===== config.mk =====
export PLATFORM = sky130hd
export DESIGN_NAME = al_ring_ctrl
export DESIGN_NICKNAME = d
export VERILOG_FILES = /design/src/rtl/al_ring_ctrl.sv
export SDC_FILE = /design/constraint.sdc
export NUM_CORES = 1
export LEC_CHECK = 0
export CORE_ASPECT_RATIO = 0.5
export CORE_MARGIN = 3
export CORE_UTILIZATION = 44
export CTS_CLUSTER_DIAMETER = 150
export DETAILED_ROUTE_END_ITERATION = 12
export PLACE_DENSITY = 0.85
export SYNTH_ARGS = -nofsm -noshare
export SYNTH_HDL_FRONTEND = slang
export SYNTH_SLANG_ARGS = --single-unit
export TNS_END_PERCENT = 1

===== constraint.sdc =====
create_clock -name clk256 -period 2 [get_ports clk256]
set_input_delay 0.3 -clock clk256 [delete_from_list [all_inputs] [get_ports clk256]]
set_output_delay 0.3 -clock clk256 [all_outputs]
set_load 0.1 [all_outputs]

===== src/rtl/al_ring_ctrl.sv =====
// Alarm ring controller: IDLE / RINGING / SNOOZE sequencing, snooze counting and gated buzzer drive.
// Optional build macro AL_SNOOZE_LIMIT_EN caps accepted snoozes per alarm event at MAX_SNOOZE.
module al_ring_ctrl #(
  parameter int SNOOZE_MIN       = 9,
  parameter int RING_TIMEOUT_MIN = 5,
  parameter int MAX_SNOOZE       = 3
) (
  input  logic        clk256,
  input  logic        reset_n,
  input  logic        one_second,
  input  logic        one_minute,
  input  logic [15:0] current_time,
  input  logic [15:0] alarm_time,
  input  logic        alarm_enable,
  input  logic        snooze,
  input  logic        alarm_off,
  output logic        sound,
  output logic        ringing,
  output logic        snoozing,
  output logic [3:0]  snooze_count
);

  typedef enum logic [1:0] {
    IDLE    = 2'd0,
    RINGING = 2'd1,
    SNOOZE  = 2'd2
  } state_e;

  localparam logic [3:0] SNOOZE_LOAD = 4'(SNOOZE_MIN);
  localparam logic [3:0] RING_LIMIT  = 4'(RING_TIMEOUT_MIN);
  localparam logic [3:0] SNOOZE_CAP  = 4'(MAX_SNOOZE);

  if (SNOOZE_MIN < 1 || SNOOZE_MIN > 15 || RING_TIMEOUT_MIN < 1 || RING_TIMEOUT_MIN > 15 ||
      MAX_SNOOZE < 1 || MAX_SNOOZE > 15 || SNOOZE_CAP == 4'd0) begin : g_param_range_err
    $error("al_ring_ctrl: SNOOZE_MIN, RING_TIMEOUT_MIN and MAX_SNOOZE must be in 1..15");
  end

  state_e     state_q, state_d;
  logic [3:0] ring_min_q, ring_min_d;
  logic [3:0] snz_min_q, snz_min_d;
  logic [3:0] snooze_count_q, snooze_count_d;
  logic       match_q;
  logic       beat_q, beat_d;
  logic       tone_q, tone_d;
  logic       sound_q, sound_d;

  logic       match;
  logic       trigger;
  logic       snooze_ok;
  logic [3:0] count_inc;
  logic [3:0] ring_inc;

  assign match    = (current_time == alarm_time);
  // match_q resets to 1 so times already equal at reset release never count as a new edge.
  assign trigger  = match & ~match_q;
  assign ring_inc = ring_min_q + 4'd1;

`ifdef AL_SNOOZE_LIMIT_EN
  assign snooze_ok = (snooze_count_q < SNOOZE_CAP);
  assign count_inc = snooze_count_q + 4'd1;
`else
  assign snooze_ok = 1'b1;
  assign count_inc = (snooze_count_q == 4'hF) ? 4'hF : snooze_count_q + 4'd1;
`endif

  // NOTE: every always_comb output gets a default first so no path leaves it unassigned (no latch).
  always_comb begin
    state_d        = state_q;
    ring_min_d     = ring_min_q;
    snz_min_d      = snz_min_q;
    snooze_count_d = snooze_count_q;

    if (!alarm_enable) begin
      state_d = IDLE;
    end else begin
      unique case (state_q)
        IDLE: begin
          if (trigger && !alarm_off) begin
            state_d        = RINGING;
            ring_min_d     = 4'd0;
            snooze_count_d = 4'd0;
          end
        end
        RINGING: begin
          if (alarm_off) begin
            state_d = IDLE;
          end else if (snooze && snooze_ok) begin
            state_d        = SNOOZE;
            snooze_count_d = count_inc;
            snz_min_d      = SNOOZE_LOAD;
          end else if (one_minute) begin
            if (ring_inc == RING_LIMIT) state_d = IDLE;
            ring_min_d = ring_inc;
          end
        end
        SNOOZE: begin
          if (alarm_off) begin
            state_d = IDLE;
          end else if (one_minute) begin
            // A counter at 0 or 1 expires on this pulse; 0 only guards against a corrupted load.
            if (snz_min_q <= 4'd1) begin
              state_d    = RINGING;
              ring_min_d = 4'd0;
              snz_min_d  = 4'd0;
            end else begin
              snz_min_d = snz_min_q - 4'd1;
            end
          end
        end
        default: state_d = IDLE;
      endcase
    end
  end

  always_comb begin
    beat_d = beat_q;
    if (state_d == RINGING && state_q != RINGING) begin
      beat_d = 1'b1;
    end else if (state_q == RINGING && one_second) begin
      beat_d = ~beat_q;
    end
    tone_d  = ~tone_q;
    sound_d = (state_d == RINGING) & beat_d & tone_d;
  end

  // NOTE: sequential state uses non-blocking assignments so every register samples pre-edge values.
  always_ff @(posedge clk256 or negedge reset_n) begin
    if (!reset_n) begin
      state_q        <= IDLE;
      ring_min_q     <= 4'd0;
      snz_min_q      <= 4'd0;
      snooze_count_q <= 4'd0;
      match_q        <= 1'b1;
      beat_q         <= 1'b1;
      tone_q         <= 1'b0;
      sound_q        <= 1'b0;
    end else begin
      state_q        <= state_d;
      ring_min_q     <= ring_min_d;
      snz_min_q      <= snz_min_d;
      snooze_count_q <= snooze_count_d;
      match_q        <= match;
      beat_q         <= beat_d;
      tone_q         <= tone_d;
      sound_q        <= sound_d;
    end
  end

  assign sound        = sound_q;
  assign ringing      = (state_q == RINGING);
  assign snoozing     = (state_q == SNOOZE);
  assign snooze_count = snooze_count_q;

endmodule


==> out/results.ini <==
[timing]
slew_violations = 0
relSlewSlack_pct = 76.4
rsz0062_at_grt = false
setup_viol = 0
post-route-period-util_pct = 93.4
hold_viol = 0
setup_tns_ps = 0
tightest_slew_ps = 353
final.min_clock_period_ps = 1870
timing.clock.skew_ps = 4.18
max_freq_mhz = 536

[floorplan]
dieHeight_microns = 43.8
start_util_pct = 47.2
io_pins = 46
row_count = 13
die_w_microns = 81.7
core_area_sq_mm = 0.00267
die-area_sq_mm = 0.00358

[yosys]
synth-simple-area-share_pct = 21.0
yosys_warnings = 0
avgSynthCellArea_sq_um = 9.26
synth_fa_ha_area_share_pct = 4.97
synth_xor_xnor_area_share_pct = 13.2
synth_nets = 180
synthMuxAreaShare_pct = 0
synth_area_sq_mm = 0.00126
ys_types = 42
synth_top_family_by_area = simple AND/OR/NAND/NOR gates
syn_inst = 136
synth-seq-cells = 18
yosysSeqAreaShare_pct = 35.9
synth_compound_area_share_pct = 21.0

[cells_and_area]
antennaDiodeCount = 0
multi_input_area_sq_um = 764
nFillCells = 204
fin_nets = 238
drive_gt1_share_pct = 18.1
fin_cells = 230
syn_to_final_growth_pct = 50.2
seqCellArea_sq_um = 453

[power]
p_int_uw = 659
power_density_mw_per_mm2 = 464
pwr-share-comb_pct = 23.1
ir_drop_uv = 275
p_sw_uw = 220
clockPowerShare_pct = 34.1
p_leak_nw = 0.778
seqPwrFrac_pct = 42.9
p_total_uw = 879
sw_frac_of_total_pct = 25.0

[grt]
antenna_found_initial = 0
grt_usage_pct = 18.4
grt_pass1_wl_mm = 5.04
grt_pass1_vias = 1203
grt_max_degree = 19
overflow = 0

[critical_path]
worstSetupStartpoint = snz_min_q[0]
critical-path-max-stage-delay_ps = 430
critPathKind = flop to flop
cp_top_family = compound AO/OA/AOI/OAI gates
path_cells = inv_1 > ha_2 > nor2_1 > nor3_2 > and3b_1 > o31a_1 > o31ai_2 > a32o_1
cp_max_fo = 7
worstPathArrival_ps = 2020
slowest_stage = dfrtp_1
crit_path_end_kind = flop
worstPathRequired_ps = 2150
rrSetupSlack_ps = 130
reg2reg_from = snz_min_q[0]
cp-start-kind = flop
crit_buf_inv = 1

[clocking]
cts_buffers = 3
clkLatencyLatePin_ps = 260
htree_levels = 1
ctsHoldBuffers = 0
root_buffer = clkbuf_8
cts.path.max_buffers = 2
clock-sinks = 18
clk_pin_slew_ps = 70
cts_tree = built

[detailed_routing]
viasPerCell = 5.42
routed_wl_mm = 3.14
num_vias = 1247
avgRoutedWirePerCell_microns = 13.6
drtIter0Drc = 123
drc = 0
detail_route.first_pass.iterations = 4
ant_nets = 0

[run_status]
outcome = finished clean

[job]
cap_viol_max_count = 0

[placement]
portBuffers = 45
dp_cells = 226
dp_hpwl_mm = 2.55
place_congestion = 0.840

[worst_hold_path]
hold_class = input port to asynchronous set/reset pin

-- cells in the mapped netlist --
cell type	n	area (sq um)
nand2b_1	1	6.26
nand3_1	8	40.0
a41oi_1	1	8.76
and3_1	1	6.26
inv_1	10	37.5
nor3_2	1	10.0
a21oi_1	7	35.0
nor4_4	1	21.3
a31oi_1	1	6.26
o31ai_1	1	7.51
o221ai_1	2	17.5
a2111oi_1	1	10.0
a21oi_2	1	8.76
nor2_1	8	30.0
xor2_1	1	8.76
dfrtp_1	16	400
o41ai_1	3	26.3
nor3b_2	1	12.5
o31a_1	1	8.76
a2bb2oi_1	2	17.5
nand2_1	6	22.5
a211oi_1	2	15.0
nor3b_1	1	7.51
o211ai_1	1	7.51
and3b_1	1	8.76
o21ai_0	7	35.0
ha_1	5	62.6
xnor2_1	18	158
nand3b_1	1	7.51
nor2b_1	5	31.3
nand2_2	1	6.26
a22o_1	1	8.76
a32o_1	2	20.0
o31ai_2	1	12.5
nand4_1	4	25.0
o22ai_1	1	6.26
nor3_1	4	20.0
inv_2	2	7.51
dfstp_2	2	52.6
and2_4	1	8.76
a211oi_2	1	12.5
buf_2	1	5.00
-- power by group through the flow --
stage	clock network, mW	logic [mW]	registers [mW]
after detailed placement	0	0.204	0.383
after global routing	0.321	0.217	0.378
after global placement	0	0.200	0.383
after CTS	0.307	0.204	0.377
after floorplan	0	0.0650	0.407
final	0.300	0.203	0.377
-- cells in the final DEF (no fill, tap or decap), types with 2 or more instances in the layout --
cell type and instances:
o41ai_1 3, xnor2_1 18, o221ai_1 2, nand3_1 8
ha_1 4, a2bb2oi_1 2, a32o_1 2, nor3_1 4
inv_2 2, clkbuf_8 4, o21ai_0 7, nor2_1 8
buf_4 14, nand2_1 6, a211oi_1 2, clkdlybuf4s50_1 38
dfrtp_1 16, buf_12 2, nor2b_1 5, nand4_1 4
inv_1 9, a21oi_1 7, dfstp_2 2
-- worst paths after layout --
kind | endpoint | cells after the start
max in group asynchronous | match_q | 2
max reg2reg | ring_min_q[1] | 8
max | ring_min_q[1] | 8
min reg2reg | tone_q | 1
min | ring_min_q[1] | 2
min in group clk256 | tone_q | 1
-- area by class of cell --
cell class,count,area share (%)
Clock buffer,4,2.91
Sequential cell,18,23.9
Timing Repair Buffer,54,27.8
Inverter,12,2.58
Tap cell,37,2.45
Multi-Input combinational cell,105,40.4
-- routing by layer --
metal	track usage [%]	routed length, microns	part of all wire (%)
met1	22.0	1330	43
met2	33.7	1600	51
met3	3.94	163	5.2
met4	4.97	37	1.2
met5	0	0	0
-- sequential cells by signal (all words and copies together) (netlist names) --
signal,flops
ring_min_q,4
snooze_count,4
snz_min_q,4
state_q,2
beat_q,1
match_q,1
sound,1
tone_q,1
-- stage by stage --
stage / setup WS, ps / util (%) / hold slack [ps] / cell area [sq um]
final: 133 / 71.0 / 367 / 1890
after global routing: 5.93 / 71.0 / 380 / 1890
after CTS: 63.3 / 70.7 / 368 / 1890
after detailed placement: -96.8 / 68.6 / 396 / 1830
after global placement: -41.4 / 68.6 / 392 / 1830
after floorplan: 67.1 / - / 4.41 / 1260
-- kinds of logic after synthesis --
logic type	count (synthesis)
buf+inv	13
simple gates	45
xor+xnor	19
fa+ha+maj	5
flops	18
compound gates	36
-- what timing repair did --
item                       in CTS  in global routing
resized for setup               0                  2
setup buffers                   0                  0
setup endpoints to repair       0                  4
(Power assumes the default switching activity.)
